**src/rtl/logic_gate_unit_pkg.sv**
```systemverilog
// Shared types for logic_gate_unit: op codes, buffer occupancy states, buffer depth.
package logic_gate_unit_pkg;

  typedef enum logic [2:0] {
    OP_AND    = 3'd0,
    OP_OR     = 3'd1,
    OP_NAND   = 3'd2,
    OP_NOR    = 3'd3,
    OP_XOR    = 3'd4,
    OP_XNOR   = 3'd5,
    OP_NOT_A  = 3'd6,
    OP_PASS_A = 3'd7
  } op_e;

  typedef enum logic [1:0] {
    ST_EMPTY = 2'd0,
    ST_ONE   = 2'd1,
    ST_FULL  = 2'd2
  } state_e;

  localparam int unsigned DEPTH = 2;

endpackage

```
**src/rtl/logic_gate_unit_gate_cell.sv**
```systemverilog
// gate_cell: 1-bit logic cell; every op and the 8:1 op select are built from 2-input NANDs.
module gate_cell (
  input  logic       a,
  input  logic       b,
  input  logic [2:0] op,
  output logic       z
);

  wire w_na, w_nb, w_nand, w_and, w_or, w_nor;
  wire w_xa, w_xb, w_xor, w_xnor, w_pass;
  wire [2:0] w_ns;
  wire [7:0] w_l0;
  wire [3:0] w_l1;
  wire [1:0] w_l2;
  wire       w_l3;

  nand u_na   (w_na,   a,      a);
  nand u_nb   (w_nb,   b,      b);
  nand u_nand (w_nand, a,      b);
  nand u_and  (w_and,  w_nand, w_nand);
  nand u_or   (w_or,   w_na,   w_nb);
  nand u_nor  (w_nor,  w_or,   w_or);
  nand u_xa   (w_xa,   a,      w_nand);
  nand u_xb   (w_xb,   b,      w_nand);
  nand u_xor  (w_xor,  w_xa,   w_xb);
  nand u_xnor (w_xnor, w_xor,  w_xor);
  nand u_pass (w_pass, w_na,   w_na);

  assign w_l0 = {w_pass, w_na, w_xnor, w_xor, w_nor, w_nand, w_or, w_and};

  for (genvar s = 0; s < 3; s++) begin : g_sel_inv
    nand u_inv (w_ns[s], op[s], op[s]);
  end

  // Binary mux tree, one level per op bit: out = nand(nand(hi, s), nand(lo, ~s)).
  for (genvar j = 0; j < 4; j++) begin : g_lvl1
    wire w_hi, w_lo;
    nand u_hi  (w_hi,    w_l0[2*j+1], op[0]);
    nand u_lo  (w_lo,    w_l0[2*j],   w_ns[0]);
    nand u_out (w_l1[j], w_hi,        w_lo);
  end

  for (genvar k = 0; k < 2; k++) begin : g_lvl2
    wire w_hi, w_lo;
    nand u_hi  (w_hi,    w_l1[2*k+1], op[1]);
    nand u_lo  (w_lo,    w_l1[2*k],   w_ns[1]);
    nand u_out (w_l2[k], w_hi,        w_lo);
  end

  wire w_hi3, w_lo3;
  nand u_hi3  (w_hi3, w_l2[1], op[2]);
  nand u_lo3  (w_lo3, w_l2[0], w_ns[2]);
  nand u_out3 (w_l3,  w_hi3,   w_lo3);

  assign z = w_l3;

endmodule

```
**src/rtl/logic_gate_unit.sv**
```systemverilog
// logic_gate_unit: registered bitwise logic unit with a 2-entry valid/ready output buffer.
// Define LOGIC_GATE_UNIT_PARITY_EN to store and drive even parity of each result on out_par.
module logic_gate_unit
  import logic_gate_unit_pkg::*;
#(
  parameter int unsigned W   = 8,
  parameter int unsigned OPW = 3
) (
  input  logic           clk,
  input  logic           rst_n,
  input  logic           in_valid,
  output logic           in_ready,
  input  logic [W-1:0]   in_a,
  input  logic [W-1:0]   in_b,
  input  logic [OPW-1:0] in_op,
  output logic           out_valid,
  input  logic           out_ready,
  output logic [W-1:0]   out_z,
  output logic [OPW-1:0] out_op,
  output logic           out_par
);

  logic [W-1:0]   w_z;
  logic           w_acc;
  logic           w_ret;
  state_e         r_state;
  state_e         w_state_d;
  logic           r_in_ready;
  logic           r_wr_ptr;
  logic           r_rd_ptr;
  logic [W-1:0]   r_z_mem  [DEPTH];
  logic [OPW-1:0] r_op_mem [DEPTH];

  for (genvar i = 0; i < int'(W); i++) begin : g_cell
    gate_cell u_cell (
      .a  (in_a[i]),
      .b  (in_b[i]),
      .op (in_op),
      .z  (w_z[i])
    );
  end

  assign in_ready  = r_in_ready;
  assign out_valid = (r_state != ST_EMPTY);
  assign w_acc     = in_valid && r_in_ready;
  assign w_ret     = out_valid && out_ready;

  always_comb begin
    w_state_d = r_state;
    unique case (r_state)
      ST_EMPTY: if (w_acc) w_state_d = ST_ONE;
      ST_ONE: begin
        if (w_acc && !w_ret)      w_state_d = ST_FULL;
        else if (!w_acc && w_ret) w_state_d = ST_EMPTY;
      end
      ST_FULL:  if (w_ret) w_state_d = ST_ONE;
      default:  w_state_d = ST_EMPTY;
    endcase
  end

  // in_ready is registered from the next occupancy, so it already reflects this edge's traffic.
  always_ff @(posedge clk or negedge rst_n) begin
    if (!rst_n) begin
      r_state    <= ST_EMPTY;
      r_in_ready <= 1'b1;
      r_wr_ptr   <= 1'b0;
      r_rd_ptr   <= 1'b0;
      for (int i = 0; i < int'(DEPTH); i++) begin
        r_z_mem[i]  <= '0;
        r_op_mem[i] <= '0;
      end
    end else begin
      r_state    <= w_state_d;
      r_in_ready <= (w_state_d != ST_FULL);
      if (w_acc) begin
        r_z_mem[r_wr_ptr]  <= w_z;
        r_op_mem[r_wr_ptr] <= in_op;
        r_wr_ptr           <= ~r_wr_ptr;
      end
      if (w_ret) r_rd_ptr <= ~r_rd_ptr;
    end
  end

  assign out_z  = r_z_mem[r_rd_ptr];
  assign out_op = r_op_mem[r_rd_ptr];

`ifdef LOGIC_GATE_UNIT_PARITY_EN
  logic r_par_mem [DEPTH];

  always_ff @(posedge clk or negedge rst_n) begin
    if (!rst_n) begin
      for (int i = 0; i < int'(DEPTH); i++) r_par_mem[i] <= 1'b0;
    end else if (w_acc) begin
      r_par_mem[r_wr_ptr] <= ^w_z;
    end
  end

  assign out_par = r_par_mem[r_rd_ptr];
`else
  assign out_par = 1'b0;
`endif

endmodule
```
**config.mk**
```make
export PLATFORM = sky130hd
export DESIGN_NAME = logic_gate_unit
export DESIGN_NICKNAME = d
export VERILOG_FILES = /design/src/rtl/logic_gate_unit_pkg.sv /design/src/rtl/logic_gate_unit_gate_cell.sv /design/src/rtl/logic_gate_unit.sv
export SDC_FILE = /design/constraint.sdc
export NUM_CORES = 1
export LEC_CHECK = 0
export CAP_MARGIN = 20
export CORE_MARGIN = 3
export CORE_UTILIZATION = 45
export CTS_CLUSTER_SIZE = 24
export DETAILED_ROUTE_END_ITERATION = 16
export HOLD_SLACK_MARGIN = 0.03
export MAX_ROUTING_LAYER = met4
export PLACE_DENSITY = 0.76
export SYNTH_ARGS = -nofsm -noshare
export SYNTH_HDL_FRONTEND = slang
export SYNTH_SLANG_ARGS = --single-unit
```
**constraint.sdc**
```tcl
create_clock -name clk -period 1.53 [get_ports clk]
set_input_delay 0.306 -clock clk [delete_from_list [all_inputs] [get_ports clk]]
set_output_delay 0.306 -clock clk [all_outputs]
set_load 0.01 [all_outputs]
```
## Word-level counts from Yosys, hierarchy flattened

Index checks and enable logic that the tools add are counted.

- Output and inout port bits: 14
- Input port bits: 23
- Logic and storage cells: 479
- Register bits after elaboration: 27

- Equality and inequality tests: 3
- Reductions and logical operators: 9
- Bitwise operators: 439
- Mux-type cells: 17
- $lt $le $gt $ge: 3

Operators by type and width:

| operator | number |
|---|---|
| $not A1 Y1 | 229 |
| $and A1 B1 Y1 | 208 |
| $mux W8 | 4 |
| $bwmux W16 | 1 |
| $mux W3 | 4 |
| $demux W8 S1 | 1 |
| $mux W2 | 4 |
| $bwmux W6 | 1 |
| $pmux W2 S3 | 1 |
| $logic_and A1 B1 Y1 | 5 |
| $ge A2 B2 Y1 const B | 2 |
| $not A1 Y2 | 2 |
| $demux W3 S1 | 1 |
| $eq A2 B1 Y1 const B | 1 |
| $eq A2 B2 Y1 const B | 1 |
| $logic_not A1 Y1 | 2 |
| $logic_not A2 Y1 | 1 |
| $lt A2 B1 Y1 const B | 1 |
| $ne A2 B2 Y1 const B | 1 |
| $reduce_bool A2 Y1 | 1 |

## Longest topological paths before layout

Gate-level depths: netlist of the first run.

- Depth in word-level cells: 19
- Gate-level depth with buffers: 6
- Mapped depth without buffers: 6

## Cells and area by module

From an unflattened synthesis of the first run, not the netlist that was laid out.

- Cell total of the unflattened synthesis: 177
- Area total of the unflattened synthesis: 2,260.9 µm²

Modules (own cells, without submodules):

| module | cells an instance | sequential area each (µm²) | area each (µm²) | times used |
|---|---|---|---|---|
| logic_gate_unit | 81 | 676.9 | 1,209.9 | 1 |
| gate_cell | 12 | 0.0 | 131.4 | 8 |

## Least setup slack after synthesis of the first run

Ideal clock, no wire load.

- Path kind: register -> register
- Start: register r_in_ready (netlist: in_ready)
- End: register r_op_mem[4] (netlist bit)
- Slack: -0.011 ns
- Buffers on the path: 1
- Arrival time: 1.417 ns
- Library setup time: 0.125 ns
- Cell stages (with the launch flop): 5
- Cells stage by stage: dfstp_2 -> nand2_1 -> or2_2 -> clkbuf_1 -> mux2_2

- Longest elaborated chain between the ends: 1

Ends and longest elaborated chain:

| what | line | source |
|---|---|---|
| start, declared | logic_gate_unit.sv:28 | `logic r_in_ready;` |
| start signal, assigned | logic_gate_unit.sv:74 | `r_in_ready <= (w_state_d != ST_FULL);` |
| $logic_and A1 B1 Y1 | logic_gate_unit.sv:45 | `assign w_acc = in_valid && r_in_ready;` |
| end signal, assigned by index | logic_gate_unit.sv:77 | `r_op_mem[r_wr_ptr] <= in_op;` |
| end, declared | logic_gate_unit.sv:32 | `logic [OPW-1:0] r_op_mem [DEPTH];` |

Every way passes these cells.
A chain may end at the register's enable or synchronous reset.

## Final worst setup path of the first run

- Start: register r_rd_ptr
- End: output port out_z[6]

- Longest elaborated chain between the ends: 4

Ends and longest elaborated chain:

| what | line | source |
|---|---|---|
| start, declared | logic_gate_unit.sv:30 | `logic r_rd_ptr;` |
| start signal, assigned | logic_gate_unit.sv:80 | `if (w_ret) r_rd_ptr <= ~r_rd_ptr;` |
| $not A1 Y2 (not written as such) | logic_gate_unit.sv:84 | `assign out_z = r_z_mem[r_rd_ptr];` |
| $mux W8 (not written as such) (3 in series) | logic_gate_unit.sv:84 |  |
| end, declared | logic_gate_unit.sv:18 | `output logic [W-1:0] out_z,` |

Every way passes these cells. The select of a mux whose other input is x is not followed.

==> impl_metrics.env, run 1 <==
export IMPL_outcome="complete, but fails checks"
export IMPL_violations="negative setup slack"
export IMPL_via_per_inst=5.30
export IMPL_ys_ff_latch=27
export IMPL_rrSetupSlack_ps=170
export IMPL_hold_path_class="in -> async"
export IMPL_grtUsageMet3=0.0126
export IMPL_num_rows=23
export IMPL_antenna_found_initial=0
export IMPL_drtIter0Drc=65
export IMPL_synth_edf_count=0
export IMPL_grt_pass1_vias=1667
export IMPL_root_buffer="clkbuf_8"
export IMPL_setup_viol=11
export IMPL_crit_reg2reg_launch="in_ready"
export IMPL_power_total_mw=3.90
export IMPL_pin_count=37
export IMPL_slew_headroom=0.586
export IMPL_remaining_drc_errors=0
export IMPL_yosysUniqueCellTypes=31
export IMPL_area_delta_synth_final_pct=42.8
export IMPL_cts_made_buffers=3
export IMPL_path_class="reg -> out"
export IMPL_grt_max_degree=28
export IMPL_worstPathArrival_ps=1410
export IMPL_clk_pin_slew_worst_paths_ps=100
export IMPL_critPathCaptureType="output pin"
export IMPL_synthAdderAreaFrac=0.104
export IMPL_gr_total_overflow=0
export IMPL_worstSetupStartpointType="flop"
export IMPL_synth_ff_type="dfrtp_1"
export IMPL_vdd_drop_max_mv=0.554
export IMPL_synth_compound_area_frac=0.122
export IMPL_setup_slack_ps=-188
export IMPL_fp_dieW_um=71.4
export IMPL_fin_crit_ps=1720
export IMPL_start_util=0.475
export IMPL_port_buffers=35
export IMPL_grt_use_total=0.176
export IMPL_hold_viol_final=0
export IMPL_worst_slew_pin_slew_ps=621
export IMPL_drive_above_1_share=0.297
export IMPL_r2r_cells=4
export IMPL_cp_max_fo=6
export IMPL_ys_warn_count=0
export IMPL_utilization=0.678
export IMPL_wl_per_cell_um=13.4
export IMPL_syn_nets=261
export IMPL_cp_data_required_time_ps=1220
export IMPL_synth_area_um2=1930
export IMPL_ys_seq_area_frac=0.352
export IMPL_grt_setup_unrepaired="yes"
export IMPL_core_area_um2=4060
export IMPL_clock_path_buffers=2
export IMPL_diodes=0
export IMPL_cts_tree="done"
export IMPL_syn_inst=222
export IMPL_synth_xor_area_share=0.00455
export IMPL_cts_max_level=1
export IMPL_fin_nets=316
export IMPL_dr_pass1_iters=4
export IMPL_maxCapViolCount=0
export IMPL_muxShareOfSynthArea=0.0877
export IMPL_powerDensity_nw_per_um2=1420
export IMPL_slew_viol_final=0
export IMPL_synthArstFlopShare=1.00
export IMPL_clock_sinks=27
export IMPL_insertion_delay_ps=270
export IMPL_grtUsageMet2=0.295
export IMPL_tns_ps=-1210
export IMPL_cts_hold_buf=0
export IMPL_synth_top_family_by_area="simple AND/OR/NAND/NOR gates"
export IMPL_die_y_um=71.4
export IMPL_avgSynthCellArea_um2=8.67
export IMPL_clock_skew_ps=6.29
export IMPL_fmax_ghz=0.582
export IMPL_antenna_left=0
export IMPL_post_route_period_util=1.12
export IMPL_synth_simple_gate_area_frac=0.257
export IMPL_met1_usage=0.225
export IMPL_design_die_area_um2=5100
export IMPL_vias=1727
export IMPL_gp_congestion=0.726
export IMPL_routed_wl_um=4360
export IMPL_grt_busiest_layer="met2"
export IMPL_grt_pass1_wl_um=7140
export IMPL_leakage_nw=1.36
export IMPL_r2r_end="r_z_mem[15]"
export IMPL_post_dp_hpwl_um=2800
[cell type report]
type,instances,area (um^2)
Tap cell,50,62.6
Timing Repair Buffer,63,657
Clock inverter,1,7.51
Sequential cell,27,677
Fill cell,328,1310
Multi-Input combinational cell,164,1240
Inverter,18,67.6
Clock buffer,3,41.3
[metrics by stage]
step           setup slack (ps)  std cells  cell area, um^2  hold WS, ps
5_1_grt                    -221        326             2750          422
4_1_cts                    -225        323             2660          403
2_1_floorplan              22.5        222             1930         10.4
3_5_place_dp               -512        314             2470          462
6_report                   -188        326             2750          394
3_3_place_gp               -435        314             2470          455
[metal layers]
metal / vias to the layer above / share of wire / routed length [um]
li1: 872 / - / -
met2: 40 / 0.52 / 2240
met5: - / 0 / 0
met3: 6 / 0.042 / 184
met4: 0 / 0.013 / 55
met1: 809 / 0.43 / 1870
[kinds of logic after synthesis]
group                    Yosys count
adder cells (fa/ha/maj)           16
AND/OR/NAND/NOR                   93
buffers and inverters             31
flip-flops                        27
multiplexers                      15
other                              1
AO/OA/AOI/OAI                     38
XOR/XNOR                           1
[critical path, cell delays in order (launching register included)]
cell and delay (ps):
dfrtp_1 430, buf_12 150, buf_6 120, mux2_4 310
buf_6 120
[state kept, by name, indices dropped and copies added, names as in the netlist]
register,flops
in_ready,1
r_op_mem,6
r_rd_ptr,1
r_state,2
r_wr_ptr,1
r_z_mem,16
[worst max-delay path by stage]
| stage | cells after the start | start | slack, ps | end |
|---|---|---|---|---|
| floorplan | 4 | in_ready | 20 | r_op_mem[4] |
| global placement | 7 | in_a[2] | -440 | r_z_mem[2] |
| detailed placement | 7 | in_a[0] | -510 | r_z_mem[0] |
| CTS | 3 | r_rd_ptr | -220 | out_z[4] |
| global route | 4 | r_rd_ptr | -220 | out_z[6] |
| finish | 4 | r_rd_ptr | -190 | out_z[6] |
[cell usage in the layout, fill, tap and decap left out, types with 5 or more instances in the layout]
| cell type | synthesis | final |
|---|---|---|
| dfrtp_1 | 26 | 26 |
| nand2_1 | 22 | 22 |
| inv_1 | 18 | 18 |
| o21ai_0 | 16 | 16 |
| ha_1 | 16 | 16 |
| buf_6 | 1 | 16 |
| buf_4 | 3 | 16 |
| dlygate4sd2_1 | 0 | 15 |
| nor2_1 | 14 | 14 |
| and2_1 | 14 | 14 |
| mux2_4 | 0 | 10 |
| o31ai_1 | 16 | 10 |
| or3_1 | 8 | 8 |
| and3_4 | 0 | 7 |
| nor3_1 | 6 | 6 |
| o31ai_2 | 0 | 6 |
| mux2_2 | 15 | 5 |
| nand2b_1 | 5 | 5 |
[synthesized netlist by cell type, types with 6 or more instances]
master    instances  share of area
and2_1           14          0.045
and3_1            8          0.026
clkbuf_1          7          0.014
dfrtp_1          26           0.34
ha_1             16           0.10
inv_1            18          0.035
mux2_2           15          0.088
nand2_1          22          0.043
nor2_1           14          0.027
nor3_1            6          0.016
nor3b_1           8          0.031
o21ai_0          16          0.042
o31ai_1          16          0.062
or3_1             8          0.026
[repair_timing]
item / 4_1_cts / 5_1_grt
resized for setup: 76 / 39
setup endpoints to repair: 29 / 22
buffers inserted: 3 / 3
cloned: 2 / 0
pin swaps: 8 / 0
[power by group]
part | internal [mW] | total (mW) | switching [mW]
sequential | 1.04 | 1.23 | 0.190
clock | 0.185 | 0.409 | 0.224
combinational | 1.39 | 2.26 | 0.875
total | 2.62 | 3.90 | 1.29
Note: power is estimated with default switching activity, not from simulation.
==> run 2: changes to the inputs <==
--- a/config.mk
+++ b/config.mk
@@ -10,9 +10,9 @@
 export CORE_UTILIZATION = 45
 export CTS_CLUSTER_SIZE = 24
 export DETAILED_ROUTE_END_ITERATION = 16
-export HOLD_SLACK_MARGIN = 0.03
 export MAX_ROUTING_LAYER = met4
 export PLACE_DENSITY = 0.76
+export SLEW_MARGIN = 15
 export SYNTH_ARGS = -nofsm -noshare
 export SYNTH_HDL_FRONTEND = slang
 export SYNTH_SLANG_ARGS = --single-unit
==> results of run 2 <==
Final layout, timing and power as in run 1 (identical DEF).
